--- src/rtl/console_mux_pkg.sv ---
// Shared types and constants for the console multiplexer / UART TX scheduler.
package console_mux_pkg;

  typedef enum logic [2:0] {
    ST_IDLE,
    ST_ACK,
    ST_SEND_TAG,
    ST_WAIT_TAG,
    ST_SEND_DATA,
    ST_WAIT_DATA
  } sched_state_e;

  // Tag byte for source 0; source i is tagged TAG_BASE_DEFAULT + i.
  localparam logic [7:0] TAG_BASE_DEFAULT = 8'hF0;

  // Width of a source index; never below one bit so a lone source still has a field.
  function automatic int SRC_IDX_W(input int n);
    return (n <= 2) ? 1 : $clog2(n);
  endfunction

endpackage

--- src/rtl/rr_arbiter.sv ---
// Combinational round-robin pick: first asserted request at or above ptr, wrapping.
module rr_arbiter
  import console_mux_pkg::*;
#(
  parameter int N = 4,
  localparam int IW = SRC_IDX_W(N)
) (
  input  logic [N-1:0]  req,
  input  logic [IW-1:0] ptr,
  output logic [N-1:0]  gnt,
  output logic [IW-1:0] gnt_idx,
  output logic          gnt_vld
);

  // Walk the requests starting at ptr; the first hit wins.
  always_comb begin
    int          cand;
    logic [IW-1:0] cidx;
    gnt     = '0;
    gnt_idx = '0;
    gnt_vld = 1'b0;
    cand    = 0;
    cidx    = '0;
    for (int off = 0; off < N; off++) begin
      cand = int'(ptr) + off;
      if (cand >= N) begin
        cand = cand - N;
      end
      cidx = IW'(cand);
      if (!gnt_vld && req[cidx]) begin
        gnt_vld   = 1'b1;
        gnt_idx   = cidx;
        gnt[cidx] = 1'b1;
      end
    end
  end

endmodule

--- src/rtl/uart_tx_sched.sv ---
// Round-robin scheduler sharing one 8N1 UART transmitter among N_SRC console
// sources, inserting a channel tag byte whenever the serviced source changes.
//
// state        | meaning
// -------------+-----------------------------------------------------------
// ST_IDLE      | no frame in flight; arbitrate over src_valid
// ST_ACK       | src_ready pulse to the granted source
// ST_SEND_TAG  | tx_start pulse carrying TAG_BASE + grant
// ST_WAIT_TAG  | waiting for tx_done of the tag frame (watchdog running)
// ST_SEND_DATA | tx_start pulse carrying the latched byte
// ST_WAIT_DATA | waiting for tx_done of the data frame (watchdog running)
module uart_tx_sched
  import console_mux_pkg::*;
#(
  parameter int                N_SRC    = 4,
  parameter int                DATA_W   = 8,
  parameter bit                TAG_EN   = 1'b1,
  parameter logic [DATA_W-1:0] TAG_BASE = DATA_W'(TAG_BASE_DEFAULT),
  parameter int                TIMEOUT  = 4096
) (
  input  logic                      clk,
  input  logic                      rst_n,
  input  logic [N_SRC-1:0]          src_valid,
  input  logic [N_SRC*DATA_W-1:0]   src_data,
  output logic [N_SRC-1:0]          src_ready,
  output logic [DATA_W-1:0]         tx_data,
  output logic                      tx_start,
  input  logic                      tx_done,
  output logic                      busy,
  output logic [$clog2(N_SRC)-1:0]  grant_idx,
  output logic                      timeout_err
);

  localparam int IDX_W = SRC_IDX_W(N_SRC);
  localparam int WD_W  = $clog2(TIMEOUT);
  // The watchdog fires on the cycle it would step onto TIMEOUT-1, so the
  // timeout_err pulse lands TIMEOUT cycles after the tx_start pulse.
  localparam logic [WD_W-1:0]  WD_LAST  = WD_W'(TIMEOUT - 2);
  localparam logic [IDX_W-1:0] IDX_LAST = IDX_W'(N_SRC - 1);

  sched_state_e state_q, state_d;

  logic [IDX_W-1:0]  rr_ptr_q, rr_ptr_d;
  logic [IDX_W-1:0]  last_src_q, last_src_d;
  logic              last_vld_q, last_vld_d;
  logic [WD_W-1:0]   wdog_q, wdog_d;
  logic [DATA_W-1:0] byte_q, byte_d;
  logic [IDX_W-1:0]  grant_idx_q, grant_idx_d;
  logic [N_SRC-1:0]  src_ready_q, src_ready_d;
  logic              tx_start_q, tx_start_d;
  logic [DATA_W-1:0] tx_data_q, tx_data_d;
  logic              busy_q, busy_d;
  logic              timeout_err_q, timeout_err_d;

  logic [N_SRC-1:0]  arb_gnt;
  logic [IDX_W-1:0]  arb_idx;
  logic              arb_vld;
  logic [DATA_W-1:0] arb_data;
  logic [DATA_W-1:0] tag_byte;
  logic              need_tag;
  logic              wdog_expired;

  rr_arbiter #(
    .N (N_SRC)
  ) u_rr_arbiter (
    .req     (src_valid),
    .ptr     (rr_ptr_q),
    .gnt     (arb_gnt),
    .gnt_idx (arb_idx),
    .gnt_vld (arb_vld)
  );

  // Winning byte, tag for the serviced source, tag decision and watchdog limit.
  assign arb_data     = src_data[arb_idx*DATA_W +: DATA_W];
  assign tag_byte     = TAG_BASE + DATA_W'(grant_idx_q);
  assign need_tag     = TAG_EN && (!last_vld_q || (last_src_q != grant_idx_q));
  assign wdog_expired = (wdog_q == WD_LAST);

  // Next state and next registered outputs; pulses default low every cycle.
  always_comb begin
    state_d       = state_q;
    rr_ptr_d      = rr_ptr_q;
    last_src_d    = last_src_q;
    last_vld_d    = last_vld_q;
    wdog_d        = wdog_q;
    byte_d        = byte_q;
    grant_idx_d   = grant_idx_q;
    tx_data_d     = tx_data_q;
    src_ready_d   = '0;
    tx_start_d    = 1'b0;
    timeout_err_d = 1'b0;

    case (state_q)
      ST_IDLE: begin
        if (arb_vld) begin
          byte_d      = arb_data;
          grant_idx_d = arb_idx;
          rr_ptr_d    = (arb_idx == IDX_LAST) ? '0 : arb_idx + IDX_W'(1);
          src_ready_d = arb_gnt;
          state_d     = ST_ACK;
        end
      end

      ST_ACK: begin
        tx_start_d = 1'b1;
        if (need_tag) begin
          tx_data_d = tag_byte;
          state_d   = ST_SEND_TAG;
        end else begin
          tx_data_d = byte_q;
          state_d   = ST_SEND_DATA;
        end
      end

      ST_SEND_TAG: begin
        wdog_d  = '0;
        state_d = ST_WAIT_TAG;
      end

      ST_WAIT_TAG: begin
        if (tx_done) begin
          tx_start_d = 1'b1;
          tx_data_d  = byte_q;
          state_d    = ST_SEND_DATA;
        end else if (wdog_expired) begin
          timeout_err_d = 1'b1;
          last_vld_d    = 1'b0;
          state_d       = ST_IDLE;
        end else begin
          wdog_d = wdog_q + WD_W'(1);
        end
      end

      ST_SEND_DATA: begin
        wdog_d  = '0;
        state_d = ST_WAIT_DATA;
      end

      ST_WAIT_DATA: begin
        if (tx_done) begin
          last_src_d = grant_idx_q;
          last_vld_d = 1'b1;
          state_d    = ST_IDLE;
        end else if (wdog_expired) begin
          timeout_err_d = 1'b1;
          last_vld_d    = 1'b0;
          state_d       = ST_IDLE;
        end else begin
          wdog_d = wdog_q + WD_W'(1);
        end
      end

      default: begin
        state_d = ST_IDLE;
      end
    endcase

    busy_d = (state_d != ST_IDLE);
  end

  // State register.
  always_ff @(posedge clk) begin
    if (!rst_n) begin
      state_q <= ST_IDLE;
    end else begin
      state_q <= state_d;
    end
  end

  // Datapath, bookkeeping and registered outputs.
  always_ff @(posedge clk) begin
    if (!rst_n) begin
      rr_ptr_q      <= '0;
      last_src_q    <= '0;
      last_vld_q    <= 1'b0;
      wdog_q        <= '0;
      byte_q        <= '0;
      grant_idx_q   <= '0;
      src_ready_q   <= '0;
      tx_start_q    <= 1'b0;
      tx_data_q     <= '0;
      busy_q        <= 1'b0;
      timeout_err_q <= 1'b0;
    end else begin
      rr_ptr_q      <= rr_ptr_d;
      last_src_q    <= last_src_d;
      last_vld_q    <= last_vld_d;
      wdog_q        <= wdog_d;
      byte_q        <= byte_d;
      grant_idx_q   <= grant_idx_d;
      src_ready_q   <= src_ready_d;
      tx_start_q    <= tx_start_d;
      tx_data_q     <= tx_data_d;
      busy_q        <= busy_d;
      timeout_err_q <= timeout_err_d;
    end
  end

  assign src_ready   = src_ready_q;
  assign tx_start    = tx_start_q;
  assign tx_data     = tx_data_q;
  assign busy        = busy_q;
  assign grant_idx   = grant_idx_q;
  assign timeout_err = timeout_err_q;

endmodule

--- config.mk ---
export PLATFORM = sky130hd
export DESIGN_NAME = uart_tx_sched
export DESIGN_NICKNAME = d
export VERILOG_FILES = /design/src/rtl/console_mux_pkg.sv /design/src/rtl/rr_arbiter.sv /design/src/rtl/uart_tx_sched.sv
export SDC_FILE = /design/constraint.sdc
export NUM_CORES = 1
export LEC_CHECK = 0
export ABC_AREA = 1
export BUFFER_PORTS_ARGS = -buffer_cell sky130_fd_sc_hd__buf_2
export CAP_MARGIN = 20
export CORE_AREA = 2 2 71 141
export DETAILED_ROUTE_END_ITERATION = 12
export DIE_AREA = 0 0 73 143
export PLACE_DENSITY_LB_ADDON = 0.08
export SYNTH_ARGS = -nofsm -noshare
export SYNTH_HDL_FRONTEND = slang
export SYNTH_SLANG_ARGS = --single-unit
--- constraint.sdc ---
create_clock -name clk -period 5.7 [get_ports clk]
set_clock_uncertainty 0.15 [all_clocks]
set_input_delay 0.57 -clock clk [delete_from_list [all_inputs] [get_ports clk]]
set_output_delay 0.57 -clock clk [all_outputs]
set_load 0.005 [all_outputs]
==> flow_summary.ini, run 1 <==
[sta]
drv_slew = 0
rsz0062_at_grt = no
fin_crit_ns = 2.88
tightest_slew_ns = 0.661
setup_tns_ns = 0
fmax_mhz = 348
hold_viol = 0
finalCritPeriodShare = 0.505
slew_headroom = 0.559
finalSetupViolCount = 0

[logic_synthesis]
synth-seq-cells = 45
syn_area_per_cell_um2 = 6.57
synth_cell_types = 37
synthesis.instances = 417
netlist_area_um2 = 2740
synthesis.nets = 462
yosysSeqAreaShare = 0.329
synth-warning-count = 0

[grt]
grt_usage = 0.158
grt_start_max_net_pins = 20
grt_pass1_vias = 2689
antenna_found_initial = 0
grt_pass1_wl_mm = 12.8
grt_overflow_total = 0

[drt]
wire_per_inst_um = 13.2
drt-vias-per-instance = 4.66
first_pass_iters = 4
drc = 0
drtAntennaViolNets = 0
totalWireLength_mm = 7.62
drt_iter0_markers = 90
vias = 2691

[clocking]
clock_latency_ns = 0.29
cts.sinks = 45
clk_pin_slew_ns = 0.06
cts_buffers = 5
root_buffer = clkbuf_16
cts.path.max_buffers = 2
cts-htree-levels = 2
postCtsHoldBufs = 0
post_cts_buffers = 0
cts_resized = 0
cts_tree = done

[place]
place.gp.congestion = 0.823
hpwlAfterDp_mm = 6.19
io_buffers = 55

[job]
cap_viol_max_count = 0

[setup_path]
required_ns = 5.71
cp_max_fo = 14
slowest_stage = dfxtp_1
r2r_slack_ns = 2.82
arrival_ns = 2.88
cp_cell_sequence = inv_4, ha_1, inv_1, nand2_1, nand2_2, nor2_4, nand4_1, nand2_1, inv_1, nor2_1, a31oi_1
cp-start-kind = register
crit_type = reg2reg
slowest_delay_ns = 0.51
r2r_end = busy
end_kind = register
rr_worst_depth = 11

[floorplan]
chipWidth_um = 73
die-area_um2 = 10400
core_area_um2 = 9320
die_y_um = 143
row_count = 50
start_util = 0.294
num_io_pins = 56

[outcome]
outcome = finished, final reports clean

[layout]
fin_nets = 517
antenna_cells = 0
fin_util = 0.348
filler_cell_count = 1023
area_growth_pct = 18.3
multi_input_area_um2 = 1410
regArea_um2 = 901
drive_gt1_frac = 0.203

[power]
pwr_density_cell_nw_per_um2 = 498
vdd_drop_max_mv = 0.260
p_leak_nw = 1.68

[hold_path]
hold_depth = 1
min_path_type = reg2reg
holdCritStartpoint = wdog_q[9]
hold_end = wdog_q[9]
routing by layer:
metal | vias to the layer above | global-route usage | wire length [um]
li1 | 1431 | - | -
met1 | 1204 | 0.149 | 2650
met2 | 51 | 0.323 | 4660
met3 | 5 | 0.0183 | 185
met4 | 0 | 0.0595 | 125
met5 | - | 0 | 0
per-stage QoR:
stage               power (mW)  setup WS, ns  area (um2)  hold WS (ns)  instances
floorplan                 1.14          3.50        2740         0.273        417
global route              1.77          2.56        3240         0.330        577
CTS                       1.64          2.81        3240         0.305        577
detailed placement        1.35          2.85        3100         0.296        569
finish                    1.61          2.82        3240         0.302        577
global placement          1.34          2.96        3100         0.301        569
how the worst max path moves through the flow:
stage / from / endpoint / slack [ns] / depth (start not counted)
2_1_floorplan: register / byte_q[7] / 3.50 / 15
3_3_place_gp: register / register / 2.96 / 12
3_5_place_dp: register / busy / 2.85 / 11
4_1_cts: register / busy / 2.81 / 11
5_1_grt: register / busy / 2.56 / 11
6_report: register / busy / 2.82 / 11
cell type report:
class                   count  area share
clock buffers               6      0.0398
clock inverters             2     0.00463
inverters                 100       0.117
multi-input cells         265       0.435
flip-flops and latches     45       0.278
well taps                 104      0.0402
repair buffers             55      0.0850
critical path: cells and delay by family (launching register included):
kind            cells  cell delay [ns]
compound gates      1             0.10
fa+ha+maj           1             0.36
buf+inv             3             0.58
flops               1             0.51
simple gates        6             1.02
state kept, by name, indices dropped and copies added (netlist names), named ones only:
register,cells
wdog_q,12
byte_q,8
tx_data,8
src_ready,4
state_q,3
grant_idx,2
last_src_q,2
busy,1
last_vld_q,1
rr_ptr_q,1
timeout_err,1
tx_start,1
cells in the mapped netlist (all sizes together):
cell     count  area share
a2111oi      1      0.0032
a211oi       1      0.0046
a21oi       25       0.048
a22o         1      0.0032
a22oi        2      0.0055
a31oi        6       0.014
and3         1      0.0023
buf          5       0.015
clkbuf       2      0.0027
clkinv       1      0.0014
dfxtp       45        0.33
ha           6       0.027
inv         99        0.14
nand2       88        0.15
nand3       55        0.11
nand3b       1      0.0027
nand4        3       0.012
nor2        36       0.056
nor3         5      0.0091
o211a        1      0.0037
o211ai       2      0.0055
o21a         2      0.0055
o21ai       22       0.042
o22ai        4      0.0091
o32ai        2      0.0064
xnor2        1      0.0032
placed cells by master, fill, tap and decap left out, types with 2 or more instances in the layout:
cell type,count
a31oi_1,6
nand2_1,67
nand2_4,3
clkinvlp_4,2
nand2_2,18
nor2_1,33
inv_4,2
o21a_1,2
nand3_1,52
nor2_4,2
nand3_2,3
a21oi_1,23
a22oi_1,2
inv_1,97
o21ai_0,21
nand4_1,2
o32ai_1,2
o211ai_1,2
ha_1,6
o22ai_1,4
buf_2,55
clkbuf_16,5
nor3_1,5
a21oi_2,2
dfxtp_1,45
cells by family (layout without fill, tap and decap cells):
family                   count (synthesis)  after routing  share of synthesized area
AND/OR/NAND/NOR                        189            189                      0.334
adder cells (fa/ha/maj)                  6              6                     0.0274
XOR/XNOR                                 1              1                    0.00320
buffers and inverters                  107            163                      0.156
flip-flops                              45             45                      0.329
AO/OA/AOI/OAI                           69             69                      0.150
power by group:
group / switching, mW / leakage [nW] / internal (mW)
Combinational: 0.604 / 1.25 / 0.284
Clock: 0.125 / 0.0631 / 0.163
Sequential: 0.0471 / 0.368 / 0.392
No activity file was read; power rests on OpenSTA's default activity.
==> run 2: changes to the inputs <==
clock period = 2.8 ns   (was 5.7 ns; I/O delays follow)
==> flow_summary.ini, run 2 (synthesis results as in run 1) <==
[grt]
grt_start_max_net_pins = 19
grt_usage = 0.152
grt_pass1_vias = 2685
grt_pass1_wl_mm = 12.4
grt_overflow_total = 0
antenna_found_initial = 0

[layout]
drive_gt1_frac = 0.213
final_common_cell = inv_1
antenna_cells = 0
mostFrequentLayoutCells = 97 x inv_1, 67 x nand2_1, 55 x buf_2, 52 x nand3_1, 44 x dfxtp_1
largest_reg_flops = 12
largest-register = wdog_q
fin_nets = 522
area_growth_pct = 19.7

[setup_path]
cp_cell_sequence = inv_4, ha_1, inv_1, nand3_1, o21ai_2, nand3_2, nand2_2, nand2_4, nand2_4, nand2_1, nand3_1, nand3_1, nand2_1, inv_1
end_kind = register
arrival_ns = 2.50
cp_common_cell = nand3_1
cp-start-kind = register
crit_type = reg2reg
slowest_stage = dfxtp_2
required_ns = 2.84
slowest_delay_ns = 0.41
cp_max_fo = 18

[floorplan]
chipWidth_um = 73
die_y_um = 143
die-area_um2 = 10400
row_count = 50
core_area_um2 = 9320
num_io_pins = 56
start_util = 0.294

[drt]
vias = 2737
drc = 0
drtAntennaViolNets = 0
first_pass_iters = 4
totalWireLength_mm = 7.43
drt-vias-per-instance = 4.70
drt_iter0_markers = 155
wire_per_inst_um = 12.8

[place]
hpwlAfterDp_mm = 6.11
place_ws_ns = 0.231
place.gp.congestion = 0.947
io_buffers = 55

[hold_path]
min_path_type = in2reg

[sta]
finalCritPeriodShare = 0.879
hold_viol = 0
fin_crit_ns = 2.46
slew_headroom = 0.701
tightest_slew_ns = 0.448
fin_ws_ns = 0.339
rsz0062_at_grt = no
fmax_mhz = 406
setup_tns_ns = 0
drv_slew = 0
finalSetupViolCount = 0

[power]
pwr_density_cell_nw_per_um2 = 1010
p_leak_nw = 1.70
finalPower_mw = 3.29
vdd_drop_max_mv = 0.422

[clocking]
root_buffer = clkbuf_16
cts.sinks = 45
cts-htree-levels = 2
clock_latency_ns = 0.29
cts_tree = done
clk_pin_slew_ns = 0.06
cts_buffers = 5
post_cts_buffers = 0
cts.path.max_buffers = 2

[outcome]
outcome = finished, final reports clean

[job]
cap_viol_max_count = 0
[run 2: cell types whose count changed in the layout (fill, tap and decap cells not counted)]
cell | previous run | this run
dfxtp_1 | 45 | 44
dfxtp_2 | 0 | 1
buf_4 | 0 | 5
[run 2: area by class of cell]
| class | instances | area [um2] |
|---|---|---|
| clock inverters | 2 | 15.0 |
| fillers | 1044 | 6040 |
| repair buffers | 60 | 313 |
| multi-input cells | 265 | 1410 |
| clock buffers | 6 | 129 |
| flip-flops and latches | 45 | 902 |
| inverters | 100 | 380 |
| well taps | 104 | 130 |
[run 2: what timing repair did]
item,CTS,global route
endpoints found under the setup margin,0,8
endpoints found under the hold margin,0,0
gates resized for setup,0,1
hold buffers,0,0
[run 2: through the flow]
step / area (um2) / instances / hold slack, ns / utilization
2_1_floorplan: 2740 / 417 / 0.222 / -
3_3_place_gp: 3130 / 574 / 0.286 / 0.336
3_5_place_dp: 3130 / 574 / 0.289 / 0.336
4_1_cts: 3280 / 582 / 0.0877 / 0.352
5_1_grt: 3280 / 582 / 0.104 / 0.352
6_report: 3280 / 582 / 0.0941 / 0.352
[run 2: path summary, 6_finish.rpt]
kind                  start          end  slack (ns)  cells past startpoint
setup / recovery   register    byte_q[6]        0.34                     14
hold / removal      tx_done  timeout_err        0.09                      2
setup reg to reg   register    byte_q[6]        0.34                     14
hold reg to reg   wdog_q[9]    wdog_q[9]        0.30                      1
[run 2: critical path, delay by kind of cell (launching register included)]
kind,cells,cell delay [ns]
adders and majority gates,1,0.36
DFF,1,0.41
AOI/OAI and AO/OA,1,0.08
buffers and inverters,3,0.27
and+or+nand+nor,9,1.07
[run 2: per-layer routing]
metal | wire, um | track usage | share of wire
met1 | 2680 | 0.148 | 0.36
met2 | 4400 | 0.302 | 0.59
met3 | 174 | 0.0198 | 0.023
met4 | 175 | 0.0653 | 0.024
met5 | 0 | 0 | 0
[run 2: power breakdown]
part           leakage, nW  internal (mW)  switching, mW
logic                 1.27          0.608           1.20
registers            0.368          0.800         0.0953
clock network       0.0631          0.331          0.256
total                 1.70           1.74           1.56
==> run 3: changes to the inputs <==
CORE_AREA = 2 2 110 91   (was 2 2 71 141)
DIE_AREA = 0 0 112 93   (was 0 0 73 143)
SLEW_MARGIN = 20   (was default)
==> flow_summary.ini, run 3 (synthesis results as in run 1) <==
[drt]
drtAntennaViolNets = 0
drt-vias-per-instance = 4.47
vias = 2664
first_pass_iters = 4
wire_per_inst_um = 11.5
totalWireLength_mm = 6.86
drt_iter0_markers = 83
drc = 0

[place]
hpwlAfterDp_mm = 5.29
io_buffers = 55
place.gp.congestion = 0.784

[clocking]
cts_tree = done
clock_latency_ns = 0.28
clk_pin_slew_ns = 0.06
postCtsHoldBufs = 0
cts.sinks = 45
cts.path.max_buffers = 2
cts-htree-levels = 2
cts_buffers = 5
root_buffer = clkbuf_16

[sta]
slew_headroom = 0.558
fin_crit_ns = 2.47
drv_slew = 0
rsz0062_at_grt = no
finalSetupViolCount = 0
hold_viol = 0
setup_tns_ns = 0
fmax_mhz = 405
finalCritPeriodShare = 0.882
tightest_slew_ns = 0.663

[power]
vdd_drop_max_mv = 0.338
p_leak_nw = 1.72
pwr_density_cell_nw_per_um2 = 1020

[layout]
area_growth_pct = 21.5
fin_util = 0.355
fin_nets = 521
final_common_cell = inv_1
mostFrequentLayoutCells = 97 x inv_1, 67 x nand2_1, 55 x buf_2, 52 x nand3_1, 45 x dfxtp_1
drive_gt1_frac = 0.210
largest-register = wdog_q
antenna_cells = 0
largest_reg_flops = 12

[setup_path]
cp-start-kind = register
required_ns = 2.83
r2r_slack_ns = 0.33
rr_worst_depth = 14
cp_max_fo = 18
r2r_end = byte_q[7]
arrival_ns = 2.50
end_kind = register
crit_type = reg2reg

[grt]
antenna_found_initial = 0
grt_usage = 0.140
grt_overflow_total = 0
grt_pass1_vias = 2606
grt_start_max_net_pins = 19
grt_pass1_wl_mm = 12.0

[floorplan]
num_io_pins = 56
core_area_um2 = 9370
row_count = 32
die_y_um = 93
chipWidth_um = 112
die-area_um2 = 10400
start_util = 0.292

[hold_path]
min_path_type = in2reg
hold_end = timeout_err
hold_depth = 2
holdCritStartpoint = tx_done

[outcome]
outcome = finished, final reports clean

[job]
cap_viol_max_count = 0
## run 3: metrics by stage
stage	total power, mW	std cells	cell area (um2)	worst slack, ns	hold WS, ns
final	3.40	596	3330	0.331	0.0946
after global routing	3.75	596	3330	0.0566	0.116
after CTS	3.44	596	3320	0.210	0.0905
after detailed placement	2.73	588	3140	0.223	0.295
after global placement	2.75	588	3140	0.232	0.300
after floorplan	2.31	417	2740	0.604	0.222
## run 3: how the worst max path moves through the flow
stage               startpoint   endpoint  slack [ns]  cells past startpoint
floorplan             register  byte_q[7]        0.60                     15
global placement      register  byte_q[5]        0.23                     14
detailed placement    register  byte_q[5]        0.22                     14
CTS                   register  byte_q[5]        0.21                     14
global route          register  byte_q[7]        0.06                     14
finish                register  byte_q[7]        0.33                     14
## run 3: area by class of cell
class | count | area [um2]
fill | 1079 | 6040
multi-input combinational | 265 | 1420
sequential | 45 | 901
inverter | 100 | 380
timing repair buffer | 59 | 305
tap | 119 | 149
clock buffer | 7 | 143
clock inverter | 1 | 30.0
## run 3: power breakdown
part / switching, mW / total [mW] / internal (mW)
Clock: 0.244 / 0.690 / 0.446
Combinational: 1.21 / 1.82 / 0.610
Sequential: 0.0941 / 0.893 / 0.798
## run 3: layer usage
layer | track usage | routed length [um]
met2 | 0.233 | 3050
met1 | 0.191 | 3550
met3 | 0.0298 | 219
met5 | 0 | 0
met4 | 0.0274 | 40
## run 3: critical path, cell delays in order, from the launching register on
cell,delay (ns)
dfxtp_1,0.47
inv_4,0.13
ha_1,0.36
inv_1,0.13
nand3_1,0.10
o21ai_2,0.09
nand3_2,0.14
nand2_2,0.10
nand2_4,0.15
nand2_8,0.19
nand2_1,0.07
nand3_1,0.08
nand3_1,0.08
nand2_1,0.08
inv_1,0.03
## run 3: timing repair
item                                    in CTS  in global routing
endpoints found under the hold margin        0                  0
endpoints found under the setup margin       0                  3
buffers inserted                             0                  0
resized for setup                            0                  1
